--- config.mk ---
export PLATFORM = sky130hd
export DESIGN_NAME = ascon_seq_ctrl
export DESIGN_NICKNAME = d
export VERILOG_FILES = /design/src/rtl/ascon_seq_ctrl.sv
export SDC_FILE = /design/constraint.sdc
export NUM_CORES = 1
export LEC_CHECK = 0
export ABC_CLOCK_PERIOD_IN_PS = 2300
export BUFFER_PORTS_ARGS = -buffer_cell sky130_fd_sc_hd__buf_2
export CAP_MARGIN = 20
export CORE_ASPECT_RATIO = 0.6
export CORE_MARGIN = 1
export CORE_UTILIZATION = 30
export CTS_CLUSTER_DIAMETER = 50
export DETAILED_ROUTE_END_ITERATION = 10
export GPL_TIMING_DRIVEN = 1
export SYNTH_ARGS = -nofsm -noshare
export SYNTH_HDL_FRONTEND = slang
export SYNTH_SLANG_ARGS = --single-unit
--- constraint.sdc ---
create_clock -name clk -period 2.3 [get_ports clk]
set_clock_uncertainty 0.1 [all_clocks]
set_input_delay 0.115 -clock clk [delete_from_list [all_inputs] [get_ports clk]]
set_output_delay 0.115 -clock clk [all_outputs]
set_load 0.005 [all_outputs]
--- src/rtl/ascon_seq_ctrl.sv ---
// rtl/ascon_seq_ctrl.sv - Ascon permutation sequencer: command decode, round stepping, optional state readout.
// Optional feature: define ASCON_READOUT_EN to enable mode 5 (320-cycle state readout).
module ascon_seq_ctrl #(
  parameter int ROUNDS_A = 12,
  parameter int ROUNDS_B = 6
) (
  input  logic       clk,
  input  logic       rst_n,
  input  logic       cmd_valid,
  input  logic [2:0] cmd_mode,
  output logic       cmd_ready,
  input  logic       abort,
  output logic       state_load,
  output logic       round_en,
  output logic [3:0] round_idx,
  output logic [2:0] operation_mode,
  output logic       operation_ready,
  output logic       done,
  output logic       err,
  output logic       state_shift_en,
  output logic [2:0] state_shift_sel
);

  typedef enum logic [2:0] {
    IDLE,
    LOAD,
    ROUND,
    DONE
`ifdef ASCON_READOUT_EN
    , READOUT
`endif
  } state_t;

  state_t     state_q, state_d;
  logic [3:0] cnt_q;
  logic [3:0] idx_q;
  logic [2:0] mode_q;
  logic       err_q;
  logic [3:0] rounds_n;
  logic       last_round;
  logic       accept;
  logic       is_long, is_short, is_rd, legal;

  assign accept   = cmd_valid && cmd_ready;
  assign is_long  = (cmd_mode == 3'd1) || (cmd_mode == 3'd4);
  assign is_short = (cmd_mode == 3'd2) || (cmd_mode == 3'd3);
`ifdef ASCON_READOUT_EN
  assign is_rd    = (cmd_mode == 3'd5);
`else
  assign is_rd    = 1'b0;
`endif
  assign legal    = is_long || is_short || is_rd;

  // Round count follows the latched mode, which is stable from LOAD onwards.
  assign rounds_n   = ((mode_q == 3'd1) || (mode_q == 3'd4)) ? 4'(ROUNDS_A) : 4'(ROUNDS_B);
  assign last_round = (cnt_q == rounds_n - 4'd1);

  assign cmd_ready       = (state_q == IDLE) && !abort;
  assign operation_ready = (state_q == IDLE) || (state_q == DONE);
  assign operation_mode  = mode_q;
  assign round_idx       = idx_q;
  assign err             = err_q;

`ifdef ASCON_READOUT_EN
  logic [8:0] rd_cnt_q;
  logic       shift_en;
  assign state_shift_en  = shift_en;
  assign state_shift_sel = rd_cnt_q[8:6];
`else
  assign state_shift_en  = 1'b0;
  assign state_shift_sel = 3'd0;
`endif

  always_comb begin
    state_d    = state_q;
    state_load = 1'b0;
    round_en   = 1'b0;
    done       = 1'b0;
`ifdef ASCON_READOUT_EN
    shift_en   = 1'b0;
`endif
    case (state_q)
      IDLE: begin
        if (accept && legal) begin
`ifdef ASCON_READOUT_EN
          state_d = is_rd ? READOUT : LOAD;
`else
          state_d = LOAD;
`endif
        end
      end
      LOAD: begin
        state_load = 1'b1;
        state_d    = abort ? IDLE : ROUND;
      end
      ROUND: begin
        round_en = 1'b1;
        if (abort)           state_d = IDLE;
        else if (last_round) state_d = DONE;
      end
      DONE: begin
        done    = 1'b1;
        state_d = IDLE;
      end
`ifdef ASCON_READOUT_EN
      READOUT: begin
        shift_en = 1'b1;
        if (abort)                   state_d = IDLE;
        else if (rd_cnt_q == 9'd319) state_d = DONE;
      end
`endif
      default: state_d = IDLE;
    endcase
  end

  always_ff @(posedge clk or negedge rst_n) begin
    if (!rst_n) begin
      state_q <= IDLE;
      cnt_q   <= 4'd0;
      idx_q   <= 4'd0;
      mode_q  <= 3'd0;
      err_q   <= 1'b0;
    end else begin
      state_q <= state_d;
      err_q   <= accept && !legal;
      if (accept && legal) mode_q <= cmd_mode;
      if (state_q == LOAD && !abort) begin
        cnt_q <= 4'd0;
        idx_q <= 4'd12 - rounds_n;
      end
      // Counters stop on the last round so round_idx keeps reading 11 afterwards.
      if (state_q == ROUND && !abort && !last_round) begin
        cnt_q <= cnt_q + 4'd1;
        idx_q <= idx_q + 4'd1;
      end
    end
  end

`ifdef ASCON_READOUT_EN
  always_ff @(posedge clk or negedge rst_n) begin
    if (!rst_n) begin
      rd_cnt_q <= 9'd0;
    end else if (state_q == IDLE && accept && is_rd) begin
      rd_cnt_q <= 9'd0;
    end else if (state_q == READOUT && !abort && rd_cnt_q != 9'd319) begin
      rd_cnt_q <= rd_cnt_q + 9'd1;
    end
  end
`endif

endmodule

==> flow_summary.yaml, run 1 <==
pwr:
  p_sw_w: 0.000439
  p_leak_nw: 0.495
  p_sw_frac: 0.372
  internal_power_w: 0.000741
  p_comb_frac: 0.429
  vdd_ir_drop_max_mv: 0.491
  power_frac_clock: 0.204
  seqPwrFrac: 0.367
  powerDensity_nw_per_um2: 1150
critical_path:
  cp_top_family: "simple AND/OR/NAND/NOR gates"
  critPathCaptureType: "flip-flop"
  crit_fanout: 4
  cp.arrival_ns: 1.98
  critPathMaxStageDelay_ns: 0.39
  start_kind: "flip-flop"
  critPathRequiredTime_ns: 2.33
  critPathBufInv: 1
  path_class: "flip-flop to flip-flop"
  path_cells: "inv_1, ha_1, nor2b_1, nand3_1, a21oi_2, mux2_4"
  crit_slowest_cell: "dfrtp_1"
  reg2reg_slack_ns: 0.35
cts:
  clk_latency_ns: 0.25
  cts-root-buf: "clkbuf_8"
  tritoncts: "built"
  path_clk_slew_ns: 0.06
  cts_num_sinks: 14
  cts-htree-levels: 1
  cts_buffers: 3
  ctsLongestPathBuffers: 2
floorplan:
  initial_core_util: 0.329
  die_area_sq_um: 3060
  core_area_sq_um: 2590
  die_h_um: 43.3
  rows: 14
  pin_count: 24
  die_w_um: 70.8
synthesis:
  ys_seq_area_frac: 0.411
  netlist_top_cells_count: "14 x dfrtp_1, 8 x nand2_1, 7 x inv_1"
  synth.most_common_cell: "dfrtp_1"
  synth_edf_count: 0
  synthCells: 85
  synthSimpleGateAreaFrac: 0.144
  ys_ff_latch: 14
  synth_fa_ha_area_frac: 0.0881
  async_flop_share: 1.00
  synth_xor_xnor_area_share: 0.0411
  yosysTopAreaCell: "dfrtp_1"
  synth_compound_area_frac: 0.138
  synth_area_sq_um: 852
  synth-main-ff-cell: "dfrtp_1"
  synth_top_area_frac: 0.411
  synth_area_leaders: "dfrtp_1 41%, ha_1 8.8%, xnor2_1 4.1%, o21ai_0 3.5%, buf_4 3.5%"
  ys_types: 29
  yosys_warnings: 0
  syn_avg_cell_area_sq_um: 10.0
  muxShareOfSynthArea: 0.0940
  synth_top_family_by_area: "simple AND/OR/NAND/NOR gates"
global_route:
  grt_max_degree: 15
  overflow: 0
  antenna_found_initial: 0
  grt_pass1_vias: 648
  grt_pass1_wl_um: 2940
  grtUsageTotal: 0.131
timing:
  period_share: 0.849
  rsz0062_at_grt: "no"
  hold_viol: 0
  min_period_ns: 1.95
  slew_viol_final: 0
  tns_ns: 0
  max_freq_mhz: 512
  final.setup.worst_slack_ns: 0.347
  finalSetupViolCount: 0
detailed_routing:
  vias_per_cell: 4.73
  drc: 0
  via_count: 662
  first_pass_iters: 4
  drtAntennaViolNets: 0
  wl_per_cell_um: 12.3
  drtIter0Drc: 14
  drt_wl_total_um: 1720
layout:
  final-seq-area_sq_um: 350
  area_growth_pct: 20.9
  diodes: 0
  multi_input_area_sq_um: 445
  final_net_count: 122
  drive_gt1_frac: 0.278
  fillCellCount: 260
place:
  port-buffer-count: 19
  gp_congestion: 0.777
  pre_cts_ws_ns: 0.361
  hpwlAfterDp_um: 1360
run:
  cap_violations: 0
status:
  status: "completed"
hold_path:
  hold_path_class: "input port to flip-flop"
## cell type report
class / instances / share of cell area
Clock buffer: 4 / 0.0535
Tap cell: 32 / 0.0389
Inverter: 7 / 0.0255
Timing Repair Buffer: 21 / 0.109
Sequential cell: 14 / 0.340
Multi-Input combinational cell: 62 / 0.433
## per-stage QoR
| step | cell area [sq um] | hold slack, ns | utilization | instances | total power, W |
|---|---|---|---|---|---|
| final | 1030 | 0.0312 | 0.397 | 140 | 0.00118 |
| after global routing | 1030 | 0.0386 | 0.397 | 140 | 0.00128 |
| after CTS | 1030 | 0.0270 | 0.397 | 140 | 0.00119 |
| after detailed placement | 965 | -0.0664 | 0.372 | 135 | 0.000944 |
| after global placement | 965 | -0.0685 | 0.372 | 135 | 0.000930 |
| after floorplan | 863 | -0.281 | - | 88 | 0.000766 |
## power by group through the flow
stage | sequential (W) | clock, W | combinational [W]
after floorplan | 0.000427 | 0 | 0.000339
after global routing | 0.000449 | 0.000256 | 0.000576
after detailed placement | 0.000436 | 0 | 0.000508
final | 0.000433 | 0.000241 | 0.000506
after CTS | 0.000433 | 0.000250 | 0.000511
after global placement | 0.000434 | 0 | 0.000496
## cell usage in the layout, fill, tap and decap left out, types with 2 or more instances in the layout
cell | netlist | routed
clkbuf_8 | 0 | 4
xnor2_1 | 4 | 4
nand2b_1 | 3 | 3
nand3_1 | 4 | 4
conb_1 | 1 | 4
dfrtp_1 | 14 | 14
o21ai_1 | 2 | 2
nor2_1 | 4 | 4
nor2b_1 | 2 | 2
nand2_1 | 8 | 8
buf_2 | 0 | 19
mux2_1 | 2 | 2
inv_1 | 7 | 7
mux2i_1 | 2 | 2
mux2_2 | 2 | 2
a21oi_1 | 2 | 2
o21ai_0 | 6 | 6
ha_1 | 6 | 6
## registers in the layout, indices dropped and copies added, names as in the netlist
signal,count
state_q,2
err,1
cnt_q,4
operation_mode,3
round_idx,4
## layer usage
metal,global-route usage,part of all wire,up-vias
met5,0,0,-
met4,0.0480,0.0099,0
met3,0.0451,0.056,3
met2,0.183,0.42,17
met1,0.186,0.51,314
li1,-,-,328
## path summary, 6_finish.rpt
check | to | cells past startpoint | start
max in group asynchronous | state_q[1] | 2 | rst_n
min reg2reg | operation_mode[0] | 1 | operation_mode[0]
min in group asynchronous | operation_mode[0] | 2 | rst_n
min | operation_mode[0] | 2 | cmd_mode[0]
max reg2reg | state_q[1] | 6 | state_q[0]
max | state_q[1] | 6 | state_q[0]
## cells by family after synthesis
group / after synthesis
simple gates: 24
compound gates: 17
flops: 14
buf+inv: 12
mux: 7
fa+ha+maj: 6
xor+xnor: 4
other cells: 1
## what timing repair did
action                                  in CTS  in global routing
buffers inserted                             0                  0
gates resized for setup                      0                  0
endpoints found under the hold margin       14                  0
endpoints found under the setup margin       0                  0
hold buffers                                 1                  0
Power figures use the tool's default switching activity.
==> run 2: changes to the inputs <==
Settings changed: ABC_CLOCK_PERIOD_IN_PS 2300 to 1900.
Clock period 2.3 ns to 1.9 ns, I/O delays scaled along.
==> run 2 against run 1 <==
Register-to-register slack got worse by 0.27 ns. Routed wire length rose by 4.1%. Non-clock buffer count rose by 4. Clock power rose by 4%. Critical path depth did not move. Final cell count rose by 2.1%. Worst hold slack got worse by 0.031 ns. Total power rose by 22%.
==> flow_summary.yaml, run 2 (synthesis results as in run 1) <==
timing:
  min_period_ns: 1.83
  max_freq_mhz: 548
  whs_ns: 0.000442
  hold_viol: 0
  period_share: 0.961
  finalSetupViolCount: 0
  rsz0062_at_grt: "yes"
  slew_viol_final: 0
critical_path:
  critPathMaxStageDelay_ns: 0.41
  crit_fanout: 12
  cp_top_family: "compound AO/OA/AOI/OAI gates"
  critPathBufInv: 1
  start_kind: "flip-flop"
  path_class: "flip-flop to flip-flop"
  critPathCaptureType: "flip-flop"
  crit_slowest_cell: "dfrtp_1"
  critPathRequiredTime_ns: 1.93
  cp.arrival_ns: 1.85
  path_cells: "xnor2_1, o21a_2, a211oi_4, buf_4, nand2b_1, mux2i_1"
place:
  port-buffer-count: 19
  gp_congestion: 0.756
  post_dp_cell_area_sq_um: 987
  hpwlAfterDp_um: 1370
  placed_cells: 138
detailed_routing:
  via_count: 654
  drtAntennaViolNets: 0
  wl_per_cell_um: 12.5
  drtIter0Drc: 25
  first_pass_iters: 4
  drt_wl_total_um: 1790
  vias_per_cell: 4.57
  drc: 0
floorplan:
  die_h_um: 43.3
  rows: 14
  pin_count: 24
  die_area_sq_um: 3060
  die_w_um: 70.8
  core_area_sq_um: 2590
  initial_core_util: 0.329
pwr:
  powerDensity_nw_per_um2: 1360
  seqPwrFrac: 0.363
  vdd_ir_drop_max_mv: 0.492
  p_comb_frac: 0.462
  p_sw_w: 0.000553
  power_frac_clock: 0.174
  p_sw_frac: 0.384
  p_leak_nw: 0.514
  internal_power_w: 0.000887
layout:
  area_growth_pct: 23.9
  final_net_count: 126
  instances_no_fill: 143
  final_cell_mix: "19 x buf_2, 14 x dfrtp_1, 8 x nand2_1"
  drive_gt1_frac: 0.315
  finalInstanceArea_sq_um: 1060
  fin_util: 0.407
  layout_commonest_cell: "buf_2"
  diodes: 0
cts:
  path_clk_slew_ns: 0.06
  cts-htree-levels: 1
  cts_buffers: 3
  cts_num_sinks: 14
  cts-root-buf: "clkbuf_8"
  tritoncts: "built"
  clk_latency_ns: 0.25
  ctsLongestPathBuffers: 2
global_route:
  grt_pass1_wl_um: 3080
  grtUsageTotal: 0.141
  grt_pass1_vias: 629
  overflow: 0
  grt_max_degree: 15
  antenna_found_initial: 0
status:
  status: "completed"
hold_path:
  hold_path_class: "input port to flip-flop"
run:
  cap_violations: 0
[run 2: cell types whose count changed in the layout (fill, tap and decap cells not counted)]
cell	before	now
buf_4	1	5
clkbuf_8	4	3
nand2b_1	3	2
nand2b_4	0	1
nor2b_1	2	1
nor2b_2	0	1
[run 2: cell type report]
type	count	area [sq um]
clock buffer	3	41.3
fill	263	1540
inverter	7	26.3
multi-input combinational	62	455
sequential	14	350
tap	32	40.0
timing repair buffer	25	143
[run 2: metal layers]
| layer | vias up | GRT usage | share of wire |
|---|---|---|---|
| li1 | 335 | - | - |
| met1 | 297 | 0.200 | 0.55 |
| met2 | 19 | 0.167 | 0.38 |
| met3 | 3 | 0.0736 | 0.060 |
| met4 | 0 | 0.0680 | 0.011 |
| met5 | - | 0 | 0 |
[run 2: worst paths after layout]
path                                   start                end  cells after the start  slack [ns]
setup / recovery           operation_mode[2]       round_idx[0]                      6        0.07
hold reg to reg            operation_mode[0]  operation_mode[0]                      1        0.46
max in group asynchronous              rst_n         state_q[1]                      2        1.28
setup reg to reg           operation_mode[2]       round_idx[0]                      6        0.07
hold / removal                   cmd_mode[0]  operation_mode[0]                      2      0.0004
min in group asynchronous              rst_n  operation_mode[0]                      2        0.17
[run 2: stage by stage]
step / worst slack (ns) / TNS (ns) / total power (W)
final: 0.0743 / 0 / 0.00144
after global routing: -0.0123 / -0.0320 / 0.00156
after CTS: 0.0713 / 0 / 0.00143
after detailed placement: 0.0843 / 0 / 0.00117
after global placement: 0.0962 / 0 / 0.00116
after floorplan: 0.106 / 0 / 0.000927
[run 2: power by group through the flow]
stage,combinational (W),sequential (W),clock (W)
floorplan,0.000410,0.000516,0
global placement,0.000635,0.000523,0
detailed placement,0.000644,0.000525,0
CTS,0.000650,0.000521,0.000257
global route,0.000745,0.000544,0.000273
finish,0.000666,0.000523,0.000251
[run 2: what timing repair did]
item	4_1_cts	5_1_grt
setup buffers	0	1
endpoints found under the setup margin	0	7
hold buffers	1	0
hold endpoints to repair	14	0
gates resized for setup	0	2
==> run 3: changes to the inputs <==
Settings changed: MAX_ROUTING_LAYER set to met4.
==> run 3 against run 2 <==
Non-clock buffer count is the same. Largest power group unchanged. Critical endpoint unchanged. Maximum frequency about the same. Global-route usage up 0.41 points. First-iteration DRC count up 8.0%. Count of clock-buffer cells in the layout is the same. Clock power is essentially flat. Register-to-register slack is essentially flat. Worst hold slack barely moved. Worst setup slack is essentially flat. Die area is the same. Routed wire length increased by 0.28%. Sequential share of layout area unchanged.
==> flow_summary.yaml, run 3 (synthesis results as in run 1) <==
floorplan:
  die_w_um: 70.8
  initial_core_util: 0.329
  core_area_sq_um: 2590
  rows: 14
  pin_count: 24
  die_h_um: 43.3
  die_area_sq_um: 3060
critical_path:
  start_kind: "flip-flop"
  path_class: "flip-flop to flip-flop"
  cp.arrival_ns: 1.85
  crit_fanout: 12
  critPathRequiredTime_ns: 1.93
  critPathCaptureType: "flip-flop"
  crit_start: "state_q[0]"
  path_cells: "inv_1, ha_1, nand2b_4, a211oi_4, buf_4, nand2b_1, mux2i_1"
  r2r-start: "state_q[0]"
  crit_slowest_cell: "dfrtp_1"
  critPathMaxStageDelay_ns: 0.40
pwr:
  powerDensity_nw_per_um2: 1360
  internal_power_w: 0.000887
  seqPwrFrac: 0.363
  p_leak_nw: 0.514
  p_comb_frac: 0.462
  power_w: 0.00144
  p_sw_frac: 0.384
  p_sw_w: 0.000553
  power_frac_clock: 0.174
  vdd_ir_drop_max_mv: 0.492
place:
  placed_cells: 138
  port-buffer-count: 19
  pre_cts_ws_ns: 0.0843
  hpwlAfterDp_um: 1370
  post_dp_cell_area_sq_um: 987
  gp_congestion: 0.765
status:
  status: "completed"
layout:
  fillCellCount: 263
  finalInstanceArea_sq_um: 1060
  final-seq-area_sq_um: 350
  final_cell_mix: "19 x buf_2, 14 x dfrtp_1, 8 x nand2_1"
  multi_input_area_sq_um: 455
  fin_util: 0.407
  area_growth_pct: 23.9
  layout_commonest_cell: "buf_2"
  instances_no_fill: 143
  final_net_count: 126
  diodes: 0
  drive_gt1_frac: 0.315
detailed_routing:
  first_pass_iters: 4
  vias_per_cell: 4.57
  drt_wl_total_um: 1790
  drtAntennaViolNets: 0
  drtIter0Drc: 27
  drc: 0
  via_count: 653
  wl_per_cell_um: 12.5
hold_path:
  worstHoldStart: "cmd_mode[0]"
  hold_path_class: "input port to flip-flop"
timing:
  rsz0062_at_grt: "yes"
  max_freq_mhz: 548
  min_period_ns: 1.83
  period_share: 0.961
  finalSetupViolCount: 0
  final.setup.worst_slack_ns: 0.0741
  slew_viol_final: 0
  hold_viol: 0
global_route:
  antenna_found_initial: 0
  grtUsageTotal: 0.145
  grt_max_degree: 15
  grt_pass1_wl_um: 3080
  grt_pass1_vias: 630
  overflow: 0
cts:
  clk_latency_ns: 0.25
  cts_buffers: 3
  cts_num_sinks: 14
  tritoncts: "built"
  path_clk_slew_ns: 0.06
  cts-htree-levels: 1
  ctsLongestPathBuffers: 2
  cts-root-buf: "clkbuf_8"
run:
  cap_violations: 0
## run 3: cell counts in the layout (fill, tap and decap cells not counted)
No cell type changed its count.
## run 3: layer usage
metal	vias to the layer above	track usage	wire length, um
met1	296	0.201	993
met2	19	0.167	679
li1	335	-	-
met4	0	0.0680	19
met5	-	-	0
met3	3	0.0713	99
## run 3: power by group through the flow
| stage | clock [W] | combinational (W) | sequential [W] |
|---|---|---|---|
| 6_report | 0.000251 | 0.000666 | 0.000523 |
| 5_1_grt | 0.000273 | 0.000745 | 0.000544 |
| 4_1_cts | 0.000257 | 0.000650 | 0.000521 |
| 3_5_place_dp | 0 | 0.000644 | 0.000525 |
| 3_3_place_gp | 0 | 0.000635 | 0.000523 |
| 2_1_floorplan | 0 | 0.000410 | 0.000516 |
## run 3: final timing paths
| check | to | slack [ns] | cells past startpoint |
|---|---|---|---|
| min in group asynchronous | operation_mode[0] | 0.17 | 2 |
| worst max register to register | round_idx[0] | 0.07 | 7 |
| worst min register to register | operation_mode[0] | 0.46 | 1 |
| worst min-delay path | operation_mode[0] | 0.0003 | 2 |
| max in group asynchronous | state_q[1] | 1.28 | 2 |
| worst max-delay path | round_idx[0] | 0.07 | 7 |
## run 3: stage by stage
stage,setup TNS [ns],hold slack [ns]
finish,0,0.000341
floorplan,0,-0.301
detailed placement,0,-0.0826
global placement,0,-0.0898
global route,-0.0320,0.00217
CTS,0,0.000990
## run 3: repair_timing
action	in CTS	in global routing
setup endpoints to repair	0	7
buffers inserted	0	1
resized for setup	0	2
hold buffers	1	0
endpoints found under the hold margin	14	0
## run 3: worst max-delay path: cells and delay by family (launching register included)
kind,cells,cell delay (ns)
mux,1,0.08
flops,1,0.40
fa+ha+maj,1,0.24
compound gates,1,0.31
buf+inv,2,0.35
simple gates,2,0.23
## run 3: layout make-up
type,instances,share of cell area
timing repair buffer,25,0.135
tap,32,0.0379
clock buffer,3,0.0391
inverter,7,0.0249
sequential,14,0.332
multi-input combinational,62,0.431
